File: src/rtl/round_robin_mux.sv
// Forwards the word of the arbiter-selected queue downstream: pop at E0, read data at E1, push at E2.
// Optional macro MUX_PARITY_EN adds a registered even-parity bit alongside data_out.
module round_robin_mux #(
  parameter int QUEUE_QUANTITY = 4,
  parameter int DATA_BITS      = 8,
  localparam int SW = (QUEUE_QUANTITY > 1) ? $clog2(QUEUE_QUANTITY) : 1
) (
  input  logic                                clk,
  input  logic                                rst,
  input  logic                                enb,
  input  logic [SW-1:0]                       selector,
  input  logic                                selector_enb,
  input  logic [QUEUE_QUANTITY-1:0]           buf_empty,
  input  logic [QUEUE_QUANTITY*DATA_BITS-1:0] data_in,
  input  logic                                out_almost_full,
  output logic [QUEUE_QUANTITY-1:0]           pop,
  output logic [DATA_BITS-1:0]                data_out,
  output logic                                push_out,
  output logic                                err_pop_empty
`ifdef MUX_PARITY_EN
  ,
  output logic                                data_out_parity
`endif
);

  logic                      sel_empty;
  logic [QUEUE_QUANTITY-1:0] sel_onehot;
  logic                      issue;
  logic                      bad_pop;
  logic [SW-1:0]             idx_s1, idx_s2;
  logic                      vld_s1, vld_s2;
  logic [DATA_BITS-1:0]      word;

  // An out-of-range selector matches no queue and is treated as empty.
  always_comb begin
    sel_empty  = 1'b1;
    sel_onehot = '0;
    for (int i = 0; i < QUEUE_QUANTITY; i++) begin
      if (selector == SW'(i)) begin
        sel_empty     = buf_empty[i];
        sel_onehot[i] = 1'b1;
      end
    end
  end

  assign issue   = enb & selector_enb & ~sel_empty & ~out_almost_full;
  assign bad_pop = selector_enb & sel_empty;

  always_comb begin
    word = '0;
    for (int i = 0; i < QUEUE_QUANTITY; i++) begin
      if (idx_s2 == SW'(i)) word = data_in[i*DATA_BITS +: DATA_BITS];
    end
  end

  always_ff @(posedge clk) begin
    if (rst) begin
      pop           <= '0;
      idx_s1        <= '0;
      idx_s2        <= '0;
      vld_s1        <= 1'b0;
      vld_s2        <= 1'b0;
      data_out      <= '0;
      push_out      <= 1'b0;
      err_pop_empty <= 1'b0;
    end else begin
      pop           <= issue ? sel_onehot : '0;
      idx_s1        <= issue ? selector : idx_s1;
      vld_s1        <= issue;
      idx_s2        <= idx_s1;
      vld_s2        <= vld_s1;
      push_out      <= vld_s2;
      err_pop_empty <= err_pop_empty | bad_pop;
      if (vld_s2) data_out <= word;
    end
  end

`ifdef MUX_PARITY_EN
  always_ff @(posedge clk) begin
    if (rst)         data_out_parity <= 1'b0;
    else if (vld_s2) data_out_parity <= ^word;
  end
`endif

endmodule

File: config.mk
export PLATFORM = sky130hd
export DESIGN_NAME = round_robin_mux
export DESIGN_NICKNAME = d
export VERILOG_FILES = /design/src/rtl/round_robin_mux.sv
export SDC_FILE = /design/constraint.sdc
export NUM_CORES = 1
export LEC_CHECK = 0
export ABC_AREA = 1
export CAP_MARGIN = 20
export CORE_AREA = 2 2 52 54
export DETAILED_ROUTE_END_ITERATION = 8
export DIE_AREA = 0 0 54 56
export GPL_ROUTABILITY_DRIVEN = 0
export PLACE_DENSITY = 0.78
export SLEW_MARGIN = 20
export SYNTH_ARGS = -nofsm -noshare
export SYNTH_HDL_FRONTEND = slang
export SYNTH_SLANG_ARGS = --single-unit
File: constraint.sdc
create_clock -name clk -period 1.5 [get_ports clk]
set_input_delay 0.225 -clock clk [delete_from_list [all_inputs] [get_ports clk]]
set_output_delay 0.225 -clock clk [all_outputs]
set_load 0.05 [all_outputs]
# [Yosys cells after proc, flatten, opt, wreduce, memory -nomap -nowiden]
# Index checks and enable logic that the tools add are counted.
# W data, S select, Z words.
[classes] reduce_logical=3 n_mux=12 eq_ne=6 bitwise=8
[ops] operator="$mux W8" count=4
[ops] operator="$eq A2 B2 Y1 const B" count=4
[ops] operator="$mux W1" count=8
[ops] operator="$and A1 B1 Y1" count=4
[ops] operator="$eq A2 B1 Y1 const B" count=2
[ops] operator="$logic_not A2 Y1" count=2
[ops] operator="$not A1 Y1" count=3
[ops] operator="$reduce_or A2 Y1" count=1
[ops] operator="$or A1 B1 Y1" count=1
[word_totals] input_bits=43 output_inout_bits=14 regBits=20 word_cells=37

# [Logic depth before layout (Yosys ltp)]
# Gate-level depths: netlist (run 1).
[logic_depth] word_depth=10 mapped_depth=8

# [Worst setup path before layout (run 1)]
# OpenSTA, ideal clock, no wires.
[synth_timing] kind="register -> register" startpoint="register idx_s2[0]" endpoint="register data_out[0]" setup_ps=81 required_time_ps=1419 path_stages_with_launch=7 t_arrival_ps=950 slack_ps=469 path_cell_list="dfxtp_1 buf_2 buf_2 nand3_1 nand2_1 inv_1 a41oi_1"
[synth_between] elab_chain_len=5 word_cells_on_any_way=8 classes_between="eq/ne (3); mux (4); reduce/logical (1)"
[synth_lines] item="from (decl)" line="30" rtl="logic [SW-1:0] idx_s1, idx_s2;"
[synth_lines] item="from (signal assigned)" line="70" rtl="idx_s2 <= idx_s1;"
[synth_lines] item="$logic_not A2 Y1" line="52" rtl="if (idx_s2 == SW'(i)) word = data_in[i*DATA_BITS +: DATA_BITS];"
[synth_lines] item="$mux W8 (3 in a row)" line="52"
[synth_lines] item="$mux W8 *" line="52"
[synth_lines] item="to (signal assigned)" line="74" rtl="if (vld_s2) data_out <= word;"
[synth_lines] item="to (decl)" line="17" rtl="output logic [DATA_BITS-1:0] data_out,"
# Mark *: on every way between the ends. The rest lies on a longest branch, timed or not.
# A chain may end at the register's enable or synchronous reset.

# [Worst setup path in the final report (run 1)]
[layout_timing] startpoint="register idx_s2[1]" endpoint="register data_out[6]"
# The elaborated chain is that of the path after synthesis.

==> results of run 1 <==
per-stage QoR:
stage          total power, mW  instance area (um2)  worst slack, ps
2_1_floorplan            0.642                  922              469
3_3_place_gp             0.788                 1520             15.3
3_5_place_dp             0.792                 1520            -68.3
4_1_cts                   1.22                 1570              149
5_1_grt                   1.25                 1570             40.0
6_report                  1.21                 1570              143
worst max-delay path: cells and delay by family (launching register included):
kind            cells  cell delay (ps)
compound gates      1              130
simple gates        4              560
flops               1              470
buf+inv             1              130
kinds of logic (layout without fill, tap and decap cells):
group | Yosys count | after routing
simple gates | 72 | 72
buf+inv | 21 | 84
flops | 20 | 20
compound gates | 16 | 16
power by group through the flow:
stage | Clock [mW] | Combinational (mW) | Sequential, mW
after floorplan | 0 | 0.0613 | 0.581
after global placement | 0 | 0.226 | 0.562
after detailed placement | 0 | 0.229 | 0.563
after CTS | 0.440 | 0.231 | 0.551
after global routing | 0.453 | 0.246 | 0.552
final | 0.429 | 0.230 | 0.551
layer usage:
layer	vias up	part of all wire
met2	57	0.44
met4	0	0.022
met5	-	0
met3	8	0.13
met1	476	0.40
li1	549	-
worst paths after layout:
check | from | to | cells after the start
worst max-delay path | idx_s2[1] | data_out[6] | 6
worst min-delay path | vld_s1 | vld_s2 | 2
worst max register to register | idx_s2[1] | data_out[6] | 6
worst min register to register | vld_s1 | vld_s2 | 2
cells in the final DEF (no fill, tap or decap):
| cell type | count |
|---|---|
| clkdlybuf4s50_1 | 42 |
| nand2_1 | 34 |
| nand3_1 | 21 |
| buf_4 | 21 |
| dfxtp_1 | 20 |
| inv_1 | 16 |
| o21ai_0 | 7 |
| nor2_1 | 6 |
| a41oi_1 | 5 |
| nor3_1 | 4 |
| a21oi_1 | 3 |
| clkbuf_4 | 3 |
| nor2_4 | 2 |
| nand4_1 | 2 |
| nand2_2 | 1 |
| nand3_4 | 1 |
| inv_2 | 1 |
| nor2_2 | 1 |
| o21ai_1 | 1 |
| bufinv_16 | 1 |
layout make-up:
class / count / area [um2]
flip-flops and latches: 20 / 400
well taps: 30 / 37.5
clock buffers: 3 / 22.5
inverters: 17 / 63.8
clock inverters: 1 / 30.0
repair buffers: 63 / 578
fillers: 219 / 861
multi-input cells: 88 / 439
cells in the mapped netlist, drive strengths merged:
master  number
inv         17
o21ai        8
a21oi        3
a41oi        5
nand2       35
dfxtp       20
nor3         4
nand3       22
buf          3
nand4        2
clkbuf       1
nor2         9
state kept, by name, indices dropped and copies added, names as in the netlist:
signal / cells
idx_s1: 2
idx_s2: 2
data_out: 8
vld_s2: 1
push_out: 1
pop: 4
err_pop_empty: 1
vld_s1: 1
==> impl_metrics.yaml, run 1 <==
floorplanning:
  rows: 18
  initial_core_util: 0.379
  dieWidth_um: 54
  core_area_um2: 2430
  die_y_um: 56
  die_area_um2: 3020
  io_pins: 57
clock_tree:
  clock_sinks: 20
  clk_latency_ps: 290
  cts-htree-levels: 1
  cts_tree: "yes"
  cts_buffer_depth: 2
  clkTransAtPathRegs_ps: 110
  postCtsSetupBuffers: 0
  ctsResizeCount: 0
  cts_buffers: 3
  clockRootBuffer: "clkbuf_4"
  holdBufCountCts: 0
placement:
  dp_cells: 218
  dp_hpwl_mm: 2.17
  port_buffers: 56
global_routing:
  grtUsageMet3: 0.0511
  grt-ovfl-total: 0
  use_met1: 0.198
  met2_usage: 0.307
  grt_pass1_wl_mm: 4.12
  grt_pass1_vias: 995
  grt_usage: 0.178
  grt_antenna_before_repair: 0
  gr-max-usage-layer: "met2"
  grt_max_degree: 16
final_layout:
  syn2layout_area_growth_pct: 70.4
  final_layout_size_suffix_gt1_frac: 0.161
  final_util: 0.646
  nets: 236
  antenna_cells: 0
  fin_cells: 222
yosys:
  avgSynthCellArea_um2: 7.15
  synth_simple_gate_area_frac: 0.369
  synth_top_area_cell: "dfxtp_1"
  synth_xor_area_frac: 0
  yosys-mux-area-fraction: 0
  synth.net_count: 172
  synth_area_um2: 922
  ys_warn_count: 0
  synth_top_area_share: 0.434
  synthCells: 129
  synth.distinct_cells: 18
  synth_top_family_by_area: "simple AND/OR/NAND/NOR gates"
  ys_ff_latch: 20
  ys_seq_area_frac: 0.434
  synth-compound-area-share: 0.107
  synthAdderAreaFrac: 0
  synth.area.top_cells: "dfxtp_1 43%, nand2_1 14%, nand3_1 11%"
routing:
  drt-total-wl_mm: 2.79
  wl_per_cell_um: 12.6
  vias_per_cell: 4.91
  via_count: 1090
  drtIter0Drc: 13
  drt_first_pass_iters: 4
  drc: 0
  ant_nets: 0
critical_path:
  path_common_cell: "nand2_1"
  crit_path_max_fanout: 8
  crit_type: "register to register"
  end_kind: "register"
  cp_slowest_stage_delay_ps: 470
  crit_arrival_ps: 1590
  path_cells: "inv_2 > nor2_2 > nand2_1 > nand4_1 > nand2_1 > a21oi_1"
  startpoint_type: "register"
  required_ps: 1730
  ff2ff_setup_slack_ps: 140
  cpMaxStageDelayCell: "dfxtp_1"
sta:
  finalHoldViolCount: 0
  finalHoldWorstSlack_ps: 422
  max_slew_margin: 0.687
  max_freq_mhz: 737
  setup_violations: 0
  worstMarginPinSlew_ps: 468
  min_period_ps: 1360
  fin_crit_sh: 0.905
  drv_slew: 0
  grt_setup_unrepaired: "false"
  skew_ps: 2.77
  fin_tns_setup_ps: 0
min_path:
  hold_class: "register to register"
power:
  p_leak_nw: 0.722
  internal_power_mw: 0.948
  p_per_area_nw_per_um2: 770
  seqPwrFrac: 0.455
  peakVddDrop_mv: 0.565
  p_clk_frac: 0.354
  switching_share: 0.217
  p_switching_mw: 0.262
  p_comb_frac: 0.190
job:
  maxCapViolCount: 0
status:
  outcome: "completed"
Power figures use the tool's default switching activity.
==> run 2: changes to the inputs <==
--- a/config.mk
+++ b/config.mk
@@ -7,11 +7,11 @@
 export LEC_CHECK = 0
 export ABC_AREA = 1
 export CAP_MARGIN = 20
-export CORE_AREA = 2 2 52 54
+export CORE_AREA = 3 3 53 55
 export DETAILED_ROUTE_END_ITERATION = 8
-export DIE_AREA = 0 0 54 56
+export DIE_AREA = 0 0 56 58
 export GPL_ROUTABILITY_DRIVEN = 0
-export PLACE_DENSITY = 0.78
+export PLACE_DENSITY = 0.82
 export SLEW_MARGIN = 20
 export SYNTH_ARGS = -nofsm -noshare
 export SYNTH_HDL_FRONTEND = slang
==> impl_metrics.yaml, run 2 (synthesized netlist as in run 1, its figures left out) <==
min_path:
  min_path_cells: 2
  whs_endpoint: "vld_s2"
  hold_start: "vld_s1"
  hold_class: "register to register"
sta:
  max_freq_mhz: 749
  max_slew_margin: 0.693
  finalHoldViolCount: 0
  skew_ps: 5.68
  min_period_ps: 1330
  grt_setup_unrepaired: "false"
  setup_violations: 0
  fin_crit_sh: 0.890
  setup_ws_ps: 165
  drv_slew: 0
  worstMarginPinSlew_ps: 459
critical_path:
  r2r-start: "idx_s2[1]"
  crit_start: "idx_s2[1]"
  path_common_cell: "nand2_1"
  worst-path-stages: 6
  crit_arrival_ps: 1560
  ff2ff_setup_slack_ps: 170
  crit_type: "register to register"
  end_kind: "register"
  critPathTopFamily: "simple AND/OR/NAND/NOR gates"
  r2r_cells: 6
  path_buf_inv: 1
  cpMaxStageDelayCell: "dfxtp_1"
  required_ps: 1720
  r2r_end: "data_out[6]"
  path_cells: "inv_2 > nor2_2 > nand2_1 > nand4_1 > nand2_1 > a21oi_1"
  crit_path_max_fanout: 8
  cp_slowest_stage_delay_ps: 460
  startpoint_type: "register"
power:
  p_per_area_nw_per_um2: 661
  switching_share: 0.241
  peakVddDrop_mv: 0.430
  p_leak_nw: 0.703
  internal_power_mw: 0.769
  p_clk_frac: 0.232
  p_comb_frac: 0.225
  p_switching_mw: 0.244
  seqPwrFrac: 0.544
floorplanning:
  io_pins: 57
  die_area_um2: 3250
  die_y_um: 58
  dieWidth_um: 56
  initial_core_util: 0.379
  core_area_um2: 2430
  rows: 18
job:
  maxCapViolCount: 0
placement:
  pre_cts_ws_ps: -87.6
  dp_cells: 217
  port_buffers: 56
  dp_hpwl_mm: 2.27
routing:
  ant_nets: 0
  drt_first_pass_iters: 4
  drc: 0
  wl_per_cell_um: 12.8
  via_count: 1099
  vias_per_cell: 5.00
  drtIter0Drc: 58
  drt-total-wl_mm: 2.81
final_layout:
  final_cell_mix: "42 x clkdlybuf4s50_1, 34 x nand2_1, 21 x nand3_1"
  nets: 235
  layout_commonest_cell: "clkdlybuf4s50_1"
  antenna_cells: 0
  seqCellArea_um2: 400
  syn2layout_area_growth_pct: 66.4
  largest-register: "data_out"
  reg.largest.list: "data_out: 8 flops, pop: 4 flops"
  fillCellCount: 228
  final_layout_size_suffix_gt1_frac: 0.153
  multi_input_area_um2: 439
  fin_cells: 220
  largest_reg_flops: 8
clock_tree:
  holdBufCountCts: 0
  clock_sinks: 20
  cts_tree: "yes"
  cts-htree-levels: 1
  cts_buffer_depth: 2
  postCtsSetupBuffers: 0
  clkTransAtPathRegs_ps: 100
  ctsResizeCount: 0
  clk_latency_ps: 290
  clockRootBuffer: "clkbuf_4"
  cts_buffers: 3
global_routing:
  grt_usage: 0.180
  grt-ovfl-total: 0
  grt_pass1_wl_mm: 4.64
  grt_antenna_before_repair: 0
  grt_max_degree: 16
  grt_pass1_vias: 1010
status:
  outcome: "completed"
-- run 2: worst max-delay path by stage --
stage                  end
2_1_floorplan  data_out[0]
3_3_place_gp        pop[0]
3_5_place_dp        pop[2]
4_1_cts        data_out[5]
5_1_grt        data_out[5]
6_report       data_out[6]
-- run 2: per-stage QoR --
step	power, mW	hold slack [ps]	instance area [um2]	utilization	TNS [ps]
floorplan	0.642	294	922	-	0
global placement	0.785	395	1510	0.621	0
detailed placement	0.790	397	1510	0.621	-452
CTS	1.02	413	1530	0.631	0
global route	1.07	456	1530	0.631	0
finish	1.01	411	1530	0.631	0
-- run 2: power groups by stage --
stage / Sequential [mW] / Clock, mW / Combinational, mW
3_5_place_dp: 0.563 / 0 / 0.227
4_1_cts: 0.551 / 0.245 / 0.229
6_report: 0.551 / 0.235 / 0.228
5_1_grt: 0.553 / 0.275 / 0.245
2_1_floorplan: 0.581 / 0 / 0.0613
3_3_place_gp: 0.563 / 0 / 0.223
-- run 2: routing by layer --
layer,routed length [um],global-route usage
met1,1170,0.213
met2,1310,0.309
met3,284,0.0490
met4,45,0.0712
met5,0,0
-- run 2: worst register-to-register path: stages, from the launching register on --
cell	delay, ps
dfxtp_1	460
inv_2	130
nor2_2	300
nand2_1	90
nand4_1	90
nand2_1	70
a21oi_1	140
-- run 2: final cells by class --
class,count,share of cell area
inverter,17,0.0416
sequential,20,0.261
tap,30,0.0245
timing repair buffer,62,0.372
multi-input combinational,88,0.286
clock buffer,3,0.0147
